[src/rtl/mem_arbiter.sv]
// Two-requester round-robin arbiter in front of a single memory port.
// Each access runs IDLE -> ISSUE -> ACK; the ACK exit may hand the port straight to the other requester.
module mem_arbiter #(
    parameter int unsigned MEM_BYTES = 65536
) (
    input  logic        i_clk,
    input  logic        i_reset,
    input  logic        i_req0,
    input  logic [31:0] i_addr0,
    input  logic [31:0] i_wrdata0,
    input  logic [1:0]  i_size0,
    input  logic        i_we0,
    output logic        o_ack0,
    output logic        o_err0,
    input  logic        i_req1,
    input  logic [31:0] i_addr1,
    input  logic [31:0] i_wrdata1,
    input  logic [1:0]  i_size1,
    input  logic        i_we1,
    output logic        o_ack1,
    output logic        o_err1,
    output logic [31:0] o_rddata,
    output logic [31:0] o_mem_addr,
    output logic [31:0] o_mem_wrdata,
    output logic [1:0]  o_mem_size,
    output logic        o_mem_we,
    input  logic [31:0] i_mem_rddata
);

    typedef enum logic [1:0] {IDLE, ISSUE, ACK} state_t;

    state_t      state_reg;
    logic        last_grant_reg;
    logic        err_reg;

    logic        grant_valid;
    logic        grant_sel;
    logic [31:0] sel_addr;
    logic [31:0] sel_wrdata;
    logic [1:0]  sel_size;
    logic        sel_we;
    logic [2:0]  sel_bytes;
    logic [32:0] sel_last;
    logic        sel_err;

    // In ACK only the requester that was not just served may win, so a
    // single still-asserted request from the acked side waits for IDLE.
    always_comb begin
        grant_valid = 1'b0;
        grant_sel   = ~last_grant_reg;
        case (state_reg)
            IDLE: begin
                if (i_req0 && i_req1) begin
                    grant_valid = 1'b1;
                    grant_sel   = ~last_grant_reg;
                end else if (i_req0) begin
                    grant_valid = 1'b1;
                    grant_sel   = 1'b0;
                end else if (i_req1) begin
                    grant_valid = 1'b1;
                    grant_sel   = 1'b1;
                end
            end
            ACK:     grant_valid = last_grant_reg ? i_req0 : i_req1;
            default: grant_valid = 1'b0;
        endcase
    end

    assign sel_addr   = grant_sel ? i_addr1   : i_addr0;
    assign sel_wrdata = grant_sel ? i_wrdata1 : i_wrdata0;
    assign sel_size   = grant_sel ? i_size1   : i_size0;
    assign sel_we     = grant_sel ? i_we1     : i_we0;

    always_comb begin
        case (sel_size)
            2'b10:   sel_bytes = 3'd2;
            2'b11:   sel_bytes = 3'd4;
            default: sel_bytes = 3'd1;
        endcase
    end

    // Last byte touched, kept in 33 bits so addresses near 2^32 cannot wrap into range.
    assign sel_last = {1'b0, sel_addr} + {30'd0, sel_bytes} - 33'd1;
    assign sel_err  = (sel_size == 2'b01) || (sel_last >= 33'(MEM_BYTES));

    always_ff @(posedge i_clk or posedge i_reset) begin
        if (i_reset) begin
            state_reg      <= IDLE;
            last_grant_reg <= 1'b1;
            err_reg        <= 1'b0;
            o_ack0         <= 1'b0;
            o_ack1         <= 1'b0;
            o_err0         <= 1'b0;
            o_err1         <= 1'b0;
            o_mem_we       <= 1'b1;
            o_mem_addr     <= 32'd0;
            o_mem_wrdata   <= 32'd0;
            o_mem_size     <= 2'b11;
        end else begin
            case (state_reg)
                IDLE, ACK: begin
                    o_ack0 <= 1'b0;
                    o_ack1 <= 1'b0;
                    o_err0 <= 1'b0;
                    o_err1 <= 1'b0;
                    if (grant_valid) begin
                        o_mem_addr     <= sel_addr;
                        o_mem_wrdata   <= sel_wrdata;
                        o_mem_size     <= sel_size;
                        o_mem_we       <= sel_we | sel_err;
                        last_grant_reg <= grant_sel;
                        err_reg        <= sel_err;
                        state_reg      <= ISSUE;
                    end else begin
                        state_reg      <= IDLE;
                    end
                end
                ISSUE: begin
                    o_mem_we  <= 1'b1;
                    o_ack0    <= ~last_grant_reg;
                    o_ack1    <= last_grant_reg;
                    o_err0    <= ~last_grant_reg & err_reg;
                    o_err1    <= last_grant_reg & err_reg;
                    state_reg <= ACK;
                end
                default: state_reg <= IDLE;
            endcase
        end
    end

    // Memory data arrives during ACK, so it is steered through combinationally.
    assign o_rddata = ((o_ack0 || o_ack1) && !err_reg) ? i_mem_rddata : 32'd0;

endmodule

[config.mk]
export PLATFORM = sky130hd
export DESIGN_NAME = mem_arbiter
export DESIGN_NICKNAME = d
export VERILOG_FILES = /design/src/rtl/mem_arbiter.sv
export SDC_FILE = /design/constraint.sdc
export NUM_CORES = 1
export LEC_CHECK = 0
export BUFFER_PORTS_ARGS = -buffer_cell sky130_fd_sc_hd__buf_2
export CORE_ASPECT_RATIO = 0.9
export CORE_UTILIZATION = 45
export CTS_CLUSTER_DIAMETER = 150
export DETAILED_ROUTE_END_ITERATION = 16
export PLACE_DENSITY = 0.8
export SLEW_MARGIN = 20
export SYNTH_ARGS = -nofsm -noshare
export SYNTH_HDL_FRONTEND = slang
export SYNTH_SLANG_ARGS = --single-unit
export TNS_END_PERCENT = 20
[constraint.sdc]
create_clock -name i_clk -period 5.84 [get_ports i_clk]
set_input_delay 0.876 -clock i_clk [delete_from_list [all_inputs] [get_ports i_clk]]
set_output_delay 0.876 -clock i_clk [all_outputs]
set_load 0.005 [all_outputs]
Word level (Yosys, flattened, before mapping):

Cells that the tools add are included.

* flip-flop bits (word level): 75
* input bits: 170
* output and inout port bits: 103
* logic and storage cells: 57

* add/sub/neg operators: 2
* $lt $le $gt $ge: 1
* equality and inequality tests: 6
* multiplexer cells: 23
* bitwise logic cells: 4
* reduce and logical (&&, ||, !) cells: 10

Operator list (count)
* $mux W32: 3
* $add A32 B3 Y33: 1
* $ge A33 B17 Y1 const B: 1
* $sub A33 B1 Y33 const B: 1
* $pmux W1 S2: 6
* $mux W1: 11
* $eq A2 B2 Y1 const B: 3
* $pmux W3 S2: 1
* $eq A2 B1 Y1 const B: 2
* $pmux W2 S2: 1
* $reduce_and A2 Y1: 2
* $and A1 B1 Y1: 2
* $logic_and A1 B1 Y1: 2
* $logic_not A2 Y1: 1
* $logic_or A1 B1 Y1: 2
* $mux W2: 1
* $ne A2 B2 Y1 const B: 1
* $reduce_bool A2 Y1: 1
* $reduce_or A2 Y1: 1
* $logic_not A1 Y1: 1
* $not A1 Y1: 1
* $or A1 B1 Y1: 1

Depth between registers and ports, before layout:

* depth in word-level cells: 15
* mapped depth: 21
* depth with buffers taken out: 19

Worst setup path before layout:

Ideal clock, no wire load.

* path kind: in2reg
* start: input port i_req0
* end: register err_reg
* library setup time: 0.140 ns
* data arrival time: 4.420 ns
* data required time: 5.700 ns
* slack: 1.280 ns
* cell stages on the path: 18
* path buffers: 2
* cell sequence: nor3b_2 -> o2bb2ai_2 -> buf_2 -> buf_2 -> a21oi_1 -> nand2b_1 -> ha_1 -> inv_1 -> ha_1 -> a21oi_1 -> o22ai_1 -> o211a_1 -> a21oi_1 -> mux2_2 -> nor4_1 -> nand4_1 -> nor4_2 -> a22oi_1

* longest elaborated chain between the ends: 10
* elaborated cells on any way between the ends: 19
* those cells by class: add/sub (2); order compare (1); eq/ne (3); mux (10); reduce/logical (3)

RTL lines
* start, declared: RTL line 8 `input logic i_req0,`
* $mux W1 / $logic_and A1 B1 Y1 (equally long branches): RTL line 56, 53
* $mux W1: RTL line 53 `if (i_req0 && i_req1) begin`
* $mux W1: RTL line 51 `case (state_reg)`
* $mux W2: RTL line 71 `assign sel_size = grant_sel ? i_size1 : i_size0;`
* $eq A2 B2 Y1: RTL line 75 `case (sel_size)`
* $pmux W3 S2: RTL line 75
* $add A32 B3 Y33: RTL line 83 `assign sel_last = {1'b0, sel_addr} + {30'd0, sel_bytes} - 33'd1;`
* $sub A33 B1 Y33: RTL line 83
* $ge A33 B17 Y1: RTL line 84 `assign sel_err = (sel_size == 2'b01) || (sel_last >= 33'(MEM_BYTES));`
* $logic_or A1 B1 Y1: RTL line 84
* end signal, assigned: RTL line 112 `err_reg <= sel_err;`
* end, declared: RTL line 34 `logic err_reg;`

Several ways; a longest one is shown, not always the timed one.
A chain may end at the register's enable or synchronous reset.

Final worst setup path:

* start: input port i_req0
* end: register err_reg

* elaborated cells on any way between the ends: 19
* those cells by class: add/sub (2); order compare (1); eq/ne (3); mux (10); reduce/logical (3)

RTL lines
* $mux W1 / $logic_and A1 B1 Y1 (equally long branches): RTL line 56, 53
* $mux W1 (*): RTL line 53
* $mux W1 (*): RTL line 51
* $mux W32 (*): RTL line 69 `assign sel_addr = grant_sel ? i_addr1 : i_addr0;`
* net sel_addr[6]: RTL line 38 `logic [31:0] sel_addr;`
* $add A32 B3 Y33 (*): RTL line 83
* $sub A33 B1 Y33 (*): RTL line 83
* $ge A33 B17 Y1 (*): RTL line 84
* $logic_or A1 B1 Y1 (*): RTL line 84

Mark *: on every way through the listed nets, which the timed path passes. The rest lies on a longest branch.

==> results.json <==
{
  "outcome": "finished clean",
  "crit_fanout": 19,
  "fp.coreArea_sq_mm": 0.0116,
  "grt_use_total_pct": 27.2,
  "grt_max_degree": 81,
  "final_util_pct": 62.7,
  "finClkSkew_ns": 0.00504,
  "grt_first_pass_wirelength_microns": 26900,
  "final_common_cell": "buf_2",
  "vias_per_cell": 5.31,
  "synth_flop_cell": "dfrtp_1",
  "finalHoldViolations": 0,
  "ys_seq_area_share_pct": 34.5,
  "post_cts_buffers": 0,
  "drive_gt1_share_pct": 36.0,
  "clk-insertion-delay-late_ns": 0.34,
  "syn-num-nets": 844,
  "die_area_sq_mm": 0.0126,
  "r2r_end": "err_reg",
  "nets": 1105,
  "clockBufferDepth": 2,
  "fill_cells": 1024,
  "numPortBuffers": 272,
  "hold-path-endpoint": "o_mem_addr[17]",
  "r2r_slack_ns": 1.32,
  "max_cap_viol_count": 0,
  "multi_input_area_sq_mm": 0.00330,
  "slew_headroom_pct": 38.2,
  "hold_class": "register to register",
  "synth_cells": 639,
  "overflow": 0,
  "drt_first_pass_iters": 5,
  "async_flop_share_pct": 100,
  "required_ns": 6.03,
  "finalSetupViolations": 0,
  "period_minus_slack_ns": 4.75,
  "routabilityCongestion": 0.961,
  "dp_hpwl_microns": 14000,
  "setup_ws_ns": 1.09,
  "vias": 5635,
  "antenna_found_initial": 1,
  "rsz0062_at_grt": "false",
  "cts_tree": "built",
  "crit_path_end_kind": "register",
  "cellPowerDensity_mw_per_mm2": 553,
  "final_cell_mix": "buf_2, nand2_1, o21ai_0",
  "drt_iter0_markers": 424,
  "synth-seq-cells": 75,
  "clk_pin_slew_ns": 0.06,
  "min_delay_path_depth": 2,
  "post-place-cells": 1044,
  "syn_area_sq_mm": 0.00546,
  "ys_types": 68,
  "core.rowCount": 37,
  "antenna_cells": 0,
  "die_h_microns": 106,
  "routed_wl_microns": 17400,
  "register_area_sq_mm": 0.00188,
  "fmaxAchievable_ghz": 0.211,
  "tightest_slew_ns": 0.928,
  "cts_buffers": 9,
  "reg2reg_from": "state_reg[1]",
  "htreeDepth": 3,
  "grt_pass1_vias": 5154,
  "final-instance-count-excl-fill": 1061,
  "hold_start": "o_mem_addr[17]",
  "min_period_over_period_pct": 81.3,
  "drt-wirelength-per-cell_microns": 16.4,
  "hold_ws_ns": 0.474,
  "ctsResizeCount": 0,
  "worst_ir_drop_vdd_uv": 211,
  "synth_edf_count": 0,
  "drc": 0,
  "ys_warn_count": 0,
  "cp_data_arrival_time_ns": 4.93,
  "slew_violations": 0,
  "ctsHoldBuffers": 0,
  "ant_nets": 0,
  "area_delta_synth_final_pct": 33.5,
  "critPathKind": "primary input to register",
  "worstSetupStartpointType": "primary input",
  "pre_cts_ws_ns": 0.820,
  "syn-mean-instance-area_sq_um": 8.54,
  "io_pins": 273,
  "top_regs": "o_mem_addr x32, o_mem_wrdata x32",
  "r2r_cells": 15,
  "clkSinkCount": 75,
  "clock-root-buffer": "clkbuf_16",
  "p_leak_nw": 3.94,
  "die_w_microns": 118,
  "start_util_pct": 46.9,
  "setup-tns-final_ns": 0
}
[worst max path at each step]
| stage | cells after the start | to | start | slack, ns |
|---|---|---|---|---|
| after floorplan | 18 | err_reg | i_req0 | 1.28 |
| after global placement | 19 | err_reg | i_req0 | 0.86 |
| after detailed placement | 16 | err_reg | i_req0 | 0.82 |
| after CTS | 16 | err_reg | i_req0 | 1.13 |
| after global routing | 16 | err_reg | i_req0 | 0.85 |
| final | 16 | err_reg | i_req0 | 1.09 |
[kinds of logic (layout without fill, tap and decap cells)]
kind of cell | count (synthesis) | count (layout) | share of synthesized area [%]
and+or+nand+nor | 202 | 202 | 17.8
adders and majority gates | 35 | 35 | 8.17
AOI/OAI and AO/OA | 174 | 174 | 20.0
DFF | 75 | 75 | 34.5
buffers and inverters | 77 | 343 | 5.55
muxes | 71 | 71 | 13.3
xor gates and xnor gates | 5 | 5 | 0.803
[worst max-delay path, cell delays in order]
cell	delay, ns
buf_2	0.12
nor3b_2	0.17
o2bb2ai_4	0.60
buf_4	0.36
mux2i_1	0.37
inv_1	0.08
ha_1	0.34
a211oi_2	0.26
nand3_1	0.10
o211a_1	0.25
a21oi_1	0.18
mux2_2	0.37
nor4_1	0.26
nand4_1	0.14
nor4_2	0.35
a22oi_1	0.10
[cell type report]
| type | instances | area share, % |
|---|---|---|
| sequential | 75 | 25.8 |
| timing repair buffer | 279 | 19.9 |
| clock buffer | 9 | 3.09 |
| tap | 156 | 2.68 |
| clock inverter | 7 | 0.790 |
| multi-input combinational | 487 | 45.3 |
| inverter | 48 | 2.49 |
[cell usage after synthesis (all sizes together) (5+ instances only)]
cell type	instances	area share (%)
nand2	93	6.4
o21ai	86	8.0
dfrtp	71	33
mux2i	64	12
inv	47	3.2
a21oi	36	3.5
and2	34	3.9
ha	34	7.8
nor2	31	2.1
clkbuf	15	1.0
buf	14	1.2
nand3	8	0.73
mux2	7	1.5
a21o	6	0.83
nand4	6	0.69
nand2b	5	0.57
[metrics by stage]
stage	total power [mW]	cell area, sq um
2_1_floorplan	2.67	5460
4_1_cts	3.99	7260
5_1_grt	4.37	7280
3_3_place_gp	3.40	6970
6_report	4.03	7280
3_5_place_dp	3.44	6970
[where the power goes]
group          leakage, nW  switching (mW)  total, mW  internal, mW
clock network        0.135           0.237      0.531         0.294
logic                 2.89            1.51       2.57          1.07
registers            0.910           0.142      0.924         0.782
total                 3.94            1.88       4.03          2.15
[per-layer routing]
metal  up-vias  wire length [microns]  GRT usage [%]
met5         -                     13              0
met4         2                    195           5.22
met3        22                   1000           6.33
met2       208                   8250           43.7
met1      2634                   7940           37.6
li1       2769                      -              -
No activity file was read; power rests on OpenSTA's default activity.
